File: src/rtl/pc_sequencer.sv
// -----------------------------------------------------------------------------
// pc_sequencer
//
// Fetch-side program counter controller. Owns the 64-bit PC and picks the
// next fetch address every cycle. The candidates are:
//   - sequential pc+4
//   - branch target
//   - register-jump target
//   - trap vector
//   - a redirect that was parked while decode was stalling
// It also sequences a short boot hold after reset and a halt/resume handshake.
//
// Ports:
//   clk_i          system clock, rising edge
//   reset_ni       asynchronous active-low reset
//   stall_i        hazard stall from decode; PC is held
//   br_taken_i     resolved conditional branch taken
//   br_target_i    branch target (64 bits)
//   jr_valid_i     register jump resolved
//   jr_target_i    register-jump target (64 bits)
//   trap_i         external / illegal-instruction trap request
//   halt_req_i     stop fetching
//   resume_i       leave HALTED
//   pc_o           current fetch address (registered)
//   fetch_valid_o  pc_o is a real fetch this cycle
//   flush_o        one-cycle pulse that kills younger in-flight instructions
//   trap_taken_o   one-cycle pulse, coincident with pc_o == TRAP_VECTOR
//   cause_o        last trap cause: 0 none, 1 external, 2 misaligned target
//   halted_o       block is in the HALTED state
//
// All outputs come straight from flops.
// -----------------------------------------------------------------------------
module pc_sequencer #(
  parameter logic [63:0] RESET_VECTOR = 64'h0,
  parameter logic [63:0] TRAP_VECTOR  = 64'h100,
  parameter int unsigned BOOT_CYCLES  = 2
) (
  input  logic        clk_i,
  input  logic        reset_ni,
  input  logic        stall_i,
  input  logic        br_taken_i,
  input  logic [63:0] br_target_i,
  input  logic        jr_valid_i,
  input  logic [63:0] jr_target_i,
  input  logic        trap_i,
  input  logic        halt_req_i,
  input  logic        resume_i,
  output logic [63:0] pc_o,
  output logic        fetch_valid_o,
  output logic        flush_o,
  output logic        trap_taken_o,
  output logic [1:0]  cause_o,
  output logic        halted_o
);

  typedef enum logic [1:0] {
    ST_BOOT    = 2'd0,
    ST_RUN     = 2'd1,
    ST_STALLED = 2'd2,
    ST_HALTED  = 2'd3
  } state_e;

  localparam logic [1:0] CAUSE_NONE = 2'd0;
  localparam logic [1:0] CAUSE_EXT  = 2'd1;
  localparam logic [1:0] CAUSE_MIS  = 2'd2;

  localparam int unsigned CNT_W = (BOOT_CYCLES > 1) ? $clog2(BOOT_CYCLES) : 1;
  // Counter value seen on the last boot edge; that edge moves to RUN.
  localparam logic [CNT_W-1:0] BOOT_LAST = CNT_W'(BOOT_CYCLES - 1);

  // A fetch target must be word aligned.
  function automatic logic misaligned(input logic [63:0] addr);
    return (addr[1:0] != 2'b00);
  endfunction

  state_e           state_q, state_d;
  logic [CNT_W-1:0] boot_cnt_q, boot_cnt_d;
  logic [63:0]      pc_q, pc_d;
  logic             pend_valid_q, pend_valid_d;
  logic [63:0]      pend_target_q, pend_target_d;
  logic             fetch_valid_q, fetch_valid_d;
  logic             flush_q, flush_d;
  logic             trap_taken_q, trap_taken_d;
  logic [1:0]       cause_q, cause_d;
  logic             halted_q, halted_d;

  logic             live_valid_s;
  logic [63:0]      live_target_s;

  // Live redirect from execute; the register jump beats the branch.
  assign live_valid_s  = jr_valid_i | br_taken_i;
  assign live_target_s = jr_valid_i ? jr_target_i : br_target_i;

  // Next-state, next-PC and pulse generation.
  always_comb begin
    state_d       = state_q;
    boot_cnt_d    = boot_cnt_q;
    pc_d          = pc_q;
    pend_valid_d  = pend_valid_q;
    pend_target_d = pend_target_q;
    flush_d       = 1'b0;
    trap_taken_d  = 1'b0;
    cause_d       = cause_q;

    case (state_q)
      ST_BOOT: begin
        // Inputs are ignored here; pc stays on RESET_VECTOR.
        if (boot_cnt_q == BOOT_LAST) begin
          state_d = ST_RUN;
        end else begin
          boot_cnt_d = boot_cnt_q + {{(CNT_W-1){1'b0}}, 1'b1};
        end
      end

      ST_RUN, ST_STALLED: begin
        if (trap_i) begin
          pc_d         = TRAP_VECTOR;
          flush_d      = 1'b1;
          trap_taken_d = 1'b1;
          cause_d      = CAUSE_EXT;
          pend_valid_d = 1'b0;
          state_d      = ST_RUN;
        end else if (pend_valid_q && !stall_i) begin
          // The parked redirect is the architecturally correct one; anything
          // resolving in this same cycle belongs to the wrong path.
          pc_d         = pend_target_q;
          flush_d      = 1'b1;
          pend_valid_d = 1'b0;
          state_d      = ST_RUN;
        end else if (live_valid_s) begin
          if (misaligned(live_target_s)) begin
            pc_d         = TRAP_VECTOR;
            flush_d      = 1'b1;
            trap_taken_d = 1'b1;
            cause_d      = CAUSE_MIS;
            pend_valid_d = 1'b0;
            state_d      = ST_RUN;
          end else if (stall_i) begin
            // Park the target; a newer redirect overwrites an older one.
            pend_valid_d  = 1'b1;
            pend_target_d = live_target_s;
            state_d       = ST_STALLED;
          end else begin
            pc_d    = live_target_s;
            flush_d = 1'b1;
            state_d = ST_RUN;
          end
        end else if (stall_i) begin
          state_d = ST_STALLED;
        end else begin
          // A halt without a redirect freezes the current address.
          pc_d    = halt_req_i ? pc_q : (pc_q + 64'd4);
          state_d = ST_RUN;
        end

        // Halt wins over the state chosen above, after the redirect landed.
        if (halt_req_i) begin
          state_d = ST_HALTED;
        end else begin
          state_d = state_d;
        end
      end

      ST_HALTED: begin
        if (trap_i) begin
          pc_d         = TRAP_VECTOR;
          flush_d      = 1'b1;
          trap_taken_d = 1'b1;
          cause_d      = CAUSE_EXT;
          pend_valid_d = 1'b0;
          state_d      = ST_RUN;
        end else if (resume_i && !halt_req_i) begin
          state_d = ST_RUN;
          if (pend_valid_q) begin
            pc_d         = pend_target_q;
            flush_d      = 1'b1;
            pend_valid_d = 1'b0;
          end else begin
            pc_d = pc_q;
          end
        end else begin
          state_d = ST_HALTED;
        end
      end

      default: begin
        state_d = ST_BOOT;
      end
    endcase

    fetch_valid_d = (state_d == ST_RUN) || (state_d == ST_STALLED);
    halted_d      = (state_d == ST_HALTED);
  end

  // State and output registers.
  always_ff @(posedge clk_i or negedge reset_ni) begin
    if (!reset_ni) begin
      state_q       <= ST_BOOT;
      boot_cnt_q    <= {CNT_W{1'b0}};
      pc_q          <= RESET_VECTOR;
      pend_valid_q  <= 1'b0;
      pend_target_q <= 64'h0;
      fetch_valid_q <= 1'b0;
      flush_q       <= 1'b0;
      trap_taken_q  <= 1'b0;
      cause_q       <= CAUSE_NONE;
      halted_q      <= 1'b0;
    end else begin
      state_q       <= state_d;
      boot_cnt_q    <= boot_cnt_d;
      pc_q          <= pc_d;
      pend_valid_q  <= pend_valid_d;
      pend_target_q <= pend_target_d;
      fetch_valid_q <= fetch_valid_d;
      flush_q       <= flush_d;
      trap_taken_q  <= trap_taken_d;
      cause_q       <= cause_d;
      halted_q      <= halted_d;
    end
  end

  assign pc_o          = pc_q;
  assign fetch_valid_o = fetch_valid_q;
  assign flush_o       = flush_q;
  assign trap_taken_o  = trap_taken_q;
  assign cause_o       = cause_q;
  assign halted_o      = halted_q;

endmodule

File: config.mk
export PLATFORM = sky130hd
export DESIGN_NAME = pc_sequencer
export DESIGN_NICKNAME = d
export VERILOG_FILES = /design/src/rtl/pc_sequencer.sv
export SDC_FILE = /design/constraint.sdc
export NUM_CORES = 1
export LEC_CHECK = 0
export CAP_MARGIN = 20
export CORE_MARGIN = 5
export CORE_UTILIZATION = 47
export CTS_BUF_LIST = sky130_fd_sc_hd__clkbuf_4 sky130_fd_sc_hd__clkbuf_8
export CTS_CLUSTER_DIAMETER = 120
export DETAILED_ROUTE_END_ITERATION = 10
export PLACE_DENSITY_LB_ADDON = 0.12
export SLEW_MARGIN = 40
export SYNTH_ARGS = -nofsm -noshare
export SYNTH_HDL_FRONTEND = slang
export SYNTH_SLANG_ARGS = --single-unit
File: constraint.sdc
create_clock -name clk_i -period 2.9 [get_ports clk_i]
set_input_delay 0.87 -clock clk_i [delete_from_list [all_inputs] [get_ports clk_i]]
set_output_delay 0.87 -clock clk_i [all_outputs]
set_load 0.05 [all_outputs]
==> results.py <==
metrics = {
    "outcome": {
        "outcome": "finished, final reports clean",
    },
    "floorplanning": {
        "dieArea_um2": 21700,
        "die_w_um": 147,
        "fp.dieH_um": 147,
        "ios": 206,
        "row_count": 50,
        "initial_core_util": 0.475,
        "core_area_um2": 18600,
    },
    "logic_synthesis": {
        "synth_area_um2": 8850,
        "synthAdderAreaFrac": 0.00707,
        "yosys.area_share.simple": 0.212,
        "syn_avg_cell_area_um2": 8.32,
        "ys_top_cells_by_area": "dfrtp_1, o21ai_0, nand2_1",
        "synth_cell_types": 71,
        "synth_nets": 1205,
        "synthArstFlopShare": 1.00,
        "syn_inst": 1064,
        "synth_warnings": 0,
        "ys_seq_area_frac": 0.390,
        "synth_ff_type": "dfrtp_1",
        "yosysTopAreaCell": "dfrtp_1",
        "synth_top_family_by_area": "compound AO/OA/AOI/OAI gates",
        "ys_seq_elements": 138,
        "synth_edf_count": 0,
        "synth-xor-area-share": 0.0237,
        "yosysTopAreaCellShare": 0.390,
        "synth-compound-area-share": 0.264,
        "muxShareOfSynthArea": 0.0475,
    },
    "clocking": {
        "cts_setup_buffers": 0,
        "cts_buffers": 17,
        "numClockSinks": 138,
        "cts_hold_buf": 0,
        "clk_pin_slew_ns": 0.09,
        "cts_tree": "built",
        "ctsLongestPathBuffers": 2,
        "clk_latency_ns": 0.48,
        "cts-root-buf": "clkbuf_8",
        "h-tree-depth": 4,
        "cts_resized": 0,
    },
    "drt": {
        "viasPerCell": 6.21,
        "ant_nets": 0,
        "drc": 0,
        "vias": 9769,
        "drtIter0Drc": 992,
        "post_drt_wl_per_cell_um": 21.3,
        "totalWireLength_um": 33500,
        "dr.pass1.iters": 5,
    },
    "sta": {
        "hold_viol_final": 0,
        "fmax_ghz": 0.353,
        "maxSlewHeadroom": 0.568,
        "worstMarginPinSlew_ns": 0.642,
        "period_needed_ns": 2.83,
        "finalCritPeriodShare": 0.977,
        "setup_viol": 0,
        "fin_skew_ns": 0.0132,
        "maxSlewViolCount": 0,
        "layout_setup_ws_ns": 0.0658,
        "rsz0062_at_grt": "no",
    },
    "placement": {
        "place_congestion": 0.992,
        "numPortBuffers": 205,
        "dp_slack_ns": -0.223,
        "dp_hpwl_um": 24900,
        "placed_cell_area_um2": 11900,
    },
    "setup_path": {
        "reg2reg_slack_ns": 0.28,
        "timing.rr.end": "pc_o[34]",
        "crit_required_ns": 2.03,
        "crit_type": "reg2out",
        "critical-path-max-stage-delay_ns": 0.96,
        "crit_chain": "clkdlybuf4s50_1",
        "rr_startpoint": "state_q[0]",
        "worstPathMaxFanout": 8,
        "start_kind": "flip-flop",
        "reg2reg_depth": 8,
        "arrival_ns": 1.96,
        "path_delay_family": "buffers and inverters",
        "crit_slowest_cell": "clkdlybuf4s50_1",
        "worstPathBufferInverterCount": 1,
        "critical_path_depth": 1,
        "worst_setup_path_end_kind": "primary output",
    },
    "global_routing": {
        "antenna_found_initial": 0,
        "grt_first_pass_wirelength_um": 52000,
        "grt.overflow.total": 0,
        "grt_max_degree": 54,
        "track_usage": 0.303,
        "grt_pass1_vias": 9330,
    },
    "finish": {
        "ff_latch_area_um2": 3450,
        "diodes": 0,
        "fin_area_um2": 12300,
        "nets": 1466,
        "num-fill-cells": 1601,
        "multi_input_area_um2": 4950,
        "drive_above_1_share": 0.129,
        "area_growth_pct": 38.7,
    },
    "power_and_ir_drop": {
        "leakage_nw": 5.15,
        "vdd_ir_drop_max_v": 0.000578,
        "p_per_area_nw_per_um2": 956,
    },
    "job": {
        "drv_cap": 0,
    },
    "hold_path": {
        "hold_class": "in2async",
    },
}
==> per-layer routing <==
metal | vias to the layer above | global-route usage | share of wire
met2 | 580 | 0.474 | 0.46
met3 | 60 | 0.0725 | 0.10
met4 | 0 | 0.101 | 0.022
met1 | 4659 | 0.414 | 0.41
met5 | - | 0 | 0
li1 | 4470 | - | -
==> synth_stat cells, drive strengths merged (5+ instances only) <==
cell,instances
a22o,9
o22ai,20
o221ai,6
dfrtp,138
ha,5
nand3,40
buf,39
xnor2,21
nor2,69
o31ai,5
o21ai,150
a31oi,25
a22oi,10
a221oi,6
nand4,21
inv,24
nor3,24
a21o,5
nor4,19
a21oi,84
o31a,7
and4,12
nand2,137
o22a,5
clkbuf,38
o211ai,11
mux2i,42
and2,10
and3,20
o2bb2ai,5
==> logic make-up after synthesis <==
group           after synthesis
flops                       138
buf+inv                     102
xor+xnor                     24
simple gates                370
mux                          42
fa+ha+maj                     5
compound gates              383
==> cells in the final DEF, fill, tap and decap left out, types with 18 or more instances in the layout <==
cell,instances
nor3_1,20
nand4_1,19
mux2i_1,42
o21ai_0,140
buf_4,102
nand2_1,137
a31oi_1,24
inv_1,24
nor2_1,67
a21oi_1,83
and3_1,20
xnor2_1,21
nand3_1,39
dfrtp_1,138
o22ai_1,20
clkdlybuf4s50_1,203
clkbuf_8,18
==> how the worst max path moves through the flow <==
stage,startpoint,endpoint
detailed placement,br_taken_i,pc_o[34]
CTS,pc_o[37],pc_o[37]
global route,pc_o[37],pc_o[37]
floorplan,jr_valid_i,pc_o[59]
finish,pc_o[37],pc_o[37]
global placement,br_taken_i,pc_o[21]
==> flip-flops by register name, summed over array words and instances, names as in the netlist <==
name / cells
boot_cnt_q: 1
state_q: 2
halted_o: 1
pend_target_q: 64
fetch_valid_o: 1
pend_valid_q: 1
flush_o: 1
trap_taken_o: 1
pc_o: 64
cause_o: 2
==> where the power goes <==
part	internal (mW)	leakage [nW]	switching (mW)
Combinational	2.48	3.18	3.92
Sequential	2.73	1.78	0.875
Clock	0.889	0.202	0.854
==> cell type report <==
type,instances,area share
Sequential cell,138,0.281
Clock inverter,13,0.0137
Clock buffer,19,0.0208
Timing Repair Buffer,319,0.250
Inverter,25,0.00764
Tap cell,234,0.0238
Multi-Input combinational cell,824,0.403
==> metrics by stage <==
| stage | cells | total power [mW] | hold WS (ns) | utilization | setup TNS [ns] |
|---|---|---|---|---|---|
| 2_1_floorplan | 1064 | 7.35 | 0.442 | - | 0 |
| 3_3_place_gp | 1540 | 9.81 | 0.453 | 0.636 | -1.64 |
| 3_5_place_dp | 1540 | 9.94 | 0.465 | 0.636 | -3.57 |
| 4_1_cts | 1572 | 11.7 | 0.342 | 0.659 | 0 |
| 5_1_grt | 1572 | 12.4 | 0.373 | 0.659 | 0 |
| 6_report | 1572 | 11.7 | 0.345 | 0.659 | 0 |
Power figures use the tool's default switching activity.
